**config.mk**
```make
export PLATFORM = sky130hd
export DESIGN_NAME = path_tracer
export DESIGN_NICKNAME = d
export VERILOG_FILES = /design/src/rtl/path_tracer.sv
export SDC_FILE = /design/constraint.sdc
export NUM_CORES = 1
export LEC_CHECK = 0
export CORE_MARGIN = 4
export CORE_UTILIZATION = 48
export DETAILED_ROUTE_END_ITERATION = 8
export PLACE_DENSITY_LB_ADDON = 0.3
export SYNTH_ARGS = -nofsm -noshare
export SYNTH_HDL_FRONTEND = slang
export SYNTH_SLANG_ARGS = --single-unit
export TNS_END_PERCENT = 100
```
**constraint.sdc**
```tcl
create_clock -name clk -period 6.55 [get_ports clk]
set_input_delay 1.31 -clock clk [delete_from_list [all_inputs] [get_ports clk]]
set_output_delay 1.31 -clock clk [all_outputs]
set_load 0.01 [all_outputs]
```
**src/rtl/path_tracer.sv**
```systemverilog
// Walks the converged path_dir field from a destination cell back to the cost-0
// source, streaming one cell per valid/ready beat and flagging broken chains.
module path_tracer #(
  parameter int XW        = 5,
  parameter int YW        = 5,
  parameter int MAX_STEPS = 1024
) (
  input  logic          clk,
  input  logic          rst_n,
  input  logic          start,
  input  logic [XW-1:0] dst_x,
  input  logic [YW-1:0] dst_y,
  output logic [XW-1:0] rd_x,
  output logic [YW-1:0] rd_y,
  input  logic [11:0]   rd_cost,
  input  logic [2:0]    rd_dir,
  output logic          step_valid,
  input  logic          step_ready,
  output logic [XW-1:0] step_x,
  output logic [YW-1:0] step_y,
  output logic [2:0]    step_dir,
  output logic [11:0]   step_cost,
  output logic          step_last,
  output logic          busy,
  output logic          done,
  output logic          err
);

  localparam int CW = $clog2(MAX_STEPS + 1);
  localparam logic [XW:0] X1 = (XW+1)'(1);
  localparam logic [YW:0] Y1 = (YW+1)'(1);

  typedef enum logic [2:0] {S_IDLE, S_REQ, S_CHK, S_EMIT, S_FIN} state_t;

  state_t        state, state_nx;
  logic [CW-1:0] cnt;
  logic          err_flag;
  logic [XW:0]   nb_x;
  logic [YW:0]   nb_y;
  logic          x_inc, x_dec, y_inc, y_dec;
  logic          off_grid, cnt_hit, hs, unreach;

  // Direction decode: N=0 clockwise to NW=7, y grows southwards.
  always_comb begin
    x_inc = (step_dir == 3'd1) || (step_dir == 3'd2) || (step_dir == 3'd3);
    x_dec = (step_dir == 3'd5) || (step_dir == 3'd6) || (step_dir == 3'd7);
    y_inc = (step_dir == 3'd3) || (step_dir == 3'd4) || (step_dir == 3'd5);
    y_dec = (step_dir == 3'd7) || (step_dir == 3'd0) || (step_dir == 3'd1);
    nb_x  = {1'b0, rd_x};
    nb_y  = {1'b0, rd_y};
    if (x_inc) nb_x = nb_x + X1;
    if (x_dec) nb_x = nb_x - X1;
    if (y_inc) nb_y = nb_y + Y1;
    if (y_dec) nb_y = nb_y - Y1;
  end

  // Extra top bit catches both 0-1 borrow and max+1 carry.
  assign off_grid = nb_x[XW] | nb_y[YW];
  assign cnt_hit  = (cnt == CW'(MAX_STEPS - 1));
  assign hs       = (state == S_EMIT) && step_ready;
  assign unreach  = (rd_cost == 12'hFFF);

  always_comb begin
    state_nx = state;
    case (state)
      S_IDLE: if (start) state_nx = S_REQ;
      S_REQ:  state_nx = S_CHK;
      S_CHK:  state_nx = unreach ? S_FIN : S_EMIT;
      S_EMIT: if (step_ready) state_nx = (step_last || cnt_hit || off_grid) ? S_FIN : S_REQ;
      S_FIN:  state_nx = S_IDLE;
      default: state_nx = S_IDLE;
    endcase
  end

  always_ff @(posedge clk or negedge rst_n) begin
    if (!rst_n) begin
      state     <= S_IDLE;
      cnt       <= '0;
      err_flag  <= 1'b0;
      rd_x      <= '0;
      rd_y      <= '0;
      step_x    <= '0;
      step_y    <= '0;
      step_dir  <= '0;
      step_cost <= '0;
      step_last <= 1'b0;
    end else begin
      state <= state_nx;
      case (state)
        S_IDLE: if (start) begin
          rd_x     <= dst_x;
          rd_y     <= dst_y;
          cnt      <= '0;
          err_flag <= 1'b0;
        end
        S_CHK: begin
          step_x    <= rd_x;
          step_y    <= rd_y;
          step_cost <= rd_cost;
          step_dir  <= rd_dir;
          step_last <= (rd_cost == 12'd0);
          if (unreach) err_flag <= 1'b1;
        end
        S_EMIT: if (hs && !step_last) begin
          if (cnt_hit || off_grid) begin
            err_flag <= 1'b1;
          end else begin
            rd_x <= nb_x[XW-1:0];
            rd_y <= nb_y[YW-1:0];
            cnt  <= cnt + CW'(1);
          end
        end
        default: ;
      endcase
    end
  end

  assign step_valid = (state == S_EMIT);
  assign busy       = (state == S_REQ) || (state == S_CHK) || (state == S_EMIT);
  assign done       = (state == S_FIN) && !err_flag;
  assign err        = (state == S_FIN) && err_flag;

endmodule
```
==> run_results.csv <==
group,metric,value,unit
floorplanning,die-height,86.8,µm
setup_path,r2r_cells,6,
pwr,ir_drop,261,µV
clock_tree,cts_tree,"built",
sta,finalHoldViolations,0,
finish,fin_util,0.634,
drt,drc,0,
finish,fin_nets,388,
hold_path,hold_path_class,"register to register",
setup_path,r2r_setup_slack,3660,ps
sta,setup_ws,2680,ps
yosys,syn_inst,296,
yosys,seq_area_frac_synth,0.428,
global_route,antenna_found_initial,0,
floorplanning,core,5960,µm²
drt,wire_per_inst,16.5,µm
placed_design,dp_hpwl,5.06,mm
global_route,grt_pass1_wl,12.2,mm
sta,fin_crit_sh,0.591,
sta,hold_ws,513,ps
drt,top_layer_used,"met4",
global_route,first_global_vias,2595,
clock_tree,cts_resized,0,
pwr,powerDensity,502,nW/µm²
yosys,synth_area,2980,µm²
clock_tree,worst_skew_pair.late_latency,310,ps
setup_path,cpPeakStageDelay,670,ps
drt,drt-met1-wl,3.18,mm
yosys,synth_fp_nets,330,
finish,mostFrequentLayoutCells,"clkdlybuf4s50_1 (67), dfrtp_1 (51), nand2_1 (29)",
setup_path,path_max_fanout,20,
sta,fin_tns_setup,0,ps
drt,viasPerCell,5.92,
pwr,cellLeakagePower,1.52,nW
clock_tree,cts_sinks,51,
yosys,async_flop_share,1.00,
status,outcome,"complete, no violations",
finish,fillers,484,
pwr,seqPwrFrac,0.336,
placed_design,preCtsSetupSlack,2560,ps
drt,drt_iter0_markers,128,
yosys,synth_top_area_frac,0.428,
setup_path,cp.arrival,2560,ps
hold_path,holdPathStages,1,
floorplanning,die-area,7530,µm²
finish,drive_above_1_share,0.141,
sta,fin_skew,11.3,ps
clock_tree,clk_pin_slew,100,ps
global_route,track_usage,0.201,
floorplanning,die_w,86.8,µm
setup_path,critPathCaptureType,"primary output",
yosys,syn_area_per_cell,10.1,µm²
setup_path,cp_slowest_cell,"clkdlybuf4s50_1",
global_route,overflow,0,
pwr,p_clk_frac,0.121,
sta,setup_viol,0,
drt,wl_met2,3.40,mm
drt,vias,2546,
drt,ant_nets,0,
hold_path,whs_endpoint,"step_cost[0]$_DFFE_PN0P_",
yosys,synth_edf_count,0,
setup_path,crit_start,"state[1]$_DFFE_PN0P_",
hold_path,worstHoldStart,"step_cost[0]$_DFFE_PN0P_",
floorplanning,initial_utilization,0.500,
job,drv_cap,0,
clock_tree,numCtsBuffers,5,
yosys,synth_largest_area_cell,"dfrtp_1",
drt,met3_length,471,µm
yosys,yosys_warnings,0,
yosys,ys_types,51,
yosys,synth-seq-cells,51,
sta,tightest_slew,687,ps
placed_design,portBuffers,68,
clock_tree,cts_root_buf,"clkbuf_8",
placed_design,place_congestion,0.844,
clock_tree,htree_levels,2,
sta,fmax,258,MHz
setup_path,r2r-start,"state[0]$_DFFE_PN0P_",
clock_tree,cts_max_path_buffers,2,
yosys,synthFlopType,"dfrtp_1",
floorplanning,rows,28,
drt,dr.pass1.iters,4,
setup_path,path_cells,"nor2b_1 > nand2_1 > inv_1 > clkdlybuf4s50_1",
pwr,p_int,1.12,mW
pwr,swShare,0.407,
pwr,pwr-share-comb,0.544,
yosys,synth_area_leaders,"dfrtp_1 (43%), mux2_2 (11%), nand2_1 (3.7%)",
floorplanning,ios,69,
finish,final_common_cell,"clkdlybuf4s50_1",
setup_path,r2r_end,"cnt[8]$_DFFE_PN0P_",
clock_tree,holdBufCountCts,0,
finish,area_growth,26.7,%
pwr,p_switching,0.770,mW
clock_tree,postCtsSetupBuffers,0,
global_route,grt_max_degree,52,
setup_path,crit_type,"register to primary output",
setup_path,cp-start-kind,"register",
sta,grt_setup_unrepaired,"false",
setup_path,crit_required,5240,ps
drt,wl,7.11,mm
sta,min_period,3870,ps
sta,report.final.slew_viol_count,0,
finish,n_antenna_cell,0,
sta,slew_headroom,0.540,
==> logic make-up (layout without fill, tap and decap cells) <==
logic type | Yosys count | count (layout) | synth area share
AOI/OAI and AO/OA | 62 | 62 | 0.147
muxes | 38 | 38 | 0.141
and+or+nand+nor | 113 | 113 | 0.209
adders and majority gates | 5 | 5 | 0.0210
xor gates and xnor gates | 4 | 4 | 0.0118
DFF | 51 | 51 | 0.428
buffers and inverters | 23 | 82 | 0.0416
==> synthesized netlist by cell type, types with 2 or more instances <==
master,number
nor4_1,4
or4b_1,2
a211o_1,4
or4_1,5
nand3b_1,4
buf_1,2
nand3_1,15
a21oi_4,2
or3_1,3
o21ai_0,4
inv_1,4
buf_6,4
nor2b_1,3
nand4_1,7
nor4b_1,2
buf_2,6
and2_4,2
nand2_1,29
mux2_2,28
and3_1,5
o21ai_1,2
xnor2_1,4
o22a_1,7
dfrtp_1,51
ha_1,5
o31ai_1,3
a41oi_1,2
nand2b_1,5
nor3_1,3
a211oi_1,2
a31oi_1,5
clkbuf_1,7
nor2_1,16
a21oi_1,17
mux2i_1,9
o22ai_1,6
nor3_2,3
==> power groups by stage <==
stage | clock network (mW) | registers (mW) | logic [mW]
after floorplan | 0 | 0.606 | 0.690
after global placement | 0 | 0.630 | 1.00
after detailed placement | 0 | 0.641 | 1.03
after CTS | 0.233 | 0.635 | 1.04
after global routing | 0.249 | 0.665 | 1.13
final | 0.228 | 0.636 | 1.03
==> area by class of cell <==
cell class                 instances  area (µm²)  share of cell area
timing repair buffer              70         691               0.183
tap                               75        93.8              0.0249
inverter                           4        15.0             0.00398
sequential                        51        1280               0.338
clock inverter                     3        47.5              0.0126
multi-input combinational        222        1580               0.419
clock buffer                       5        68.8              0.0182
==> per-stage QoR <==
step | power, mW | cell area, µm² | std cells
final | 1.89 | 3770 | 430
after detailed placement | 1.67 | 3660 | 422
after global routing | 2.05 | 3770 | 430
after floorplan | 1.30 | 2980 | 296
after CTS | 1.91 | 3770 | 430
after global placement | 1.63 | 3660 | 422
==> worst max-delay path by stage <==
stage	slack [ps]	endpoint	depth (start not counted)
after floorplan	3800	cnt[6]$_DFFE_PN0P_	7
after global placement	2640	cnt[8]$_DFFE_PN0P_	7
after detailed placement	2560	cnt[8]$_DFFE_PN0P_	7
after CTS	2720	step_valid	4
after global routing	2550	step_valid	4
final	2680	step_valid	4
==> per-layer routing <==
layer	up-vias	global-route usage
li1	1224	-
met4	0	0.0567
met1	1250	0.258
met2	66	0.327
met5	-	0
met3	6	0.0618
==> worst max-delay path, delay by kind of cell (launching register included) <==
family / cells / cell delay (ps)
DFF: 1 / 480
buffers and inverters: 2 / 1230
and+or+nand+nor: 2 / 530
==> flip-flops by register name, indices dropped and copies added, names as in the netlist <==
signal     flops
step_dir       3
state          3
cnt           11
rd_x           5
step_cost     12
step_y         5
step_last      1
rd_y           5
err_flag       1
step_x         5
Note: power is estimated with default switching activity, not from simulation.
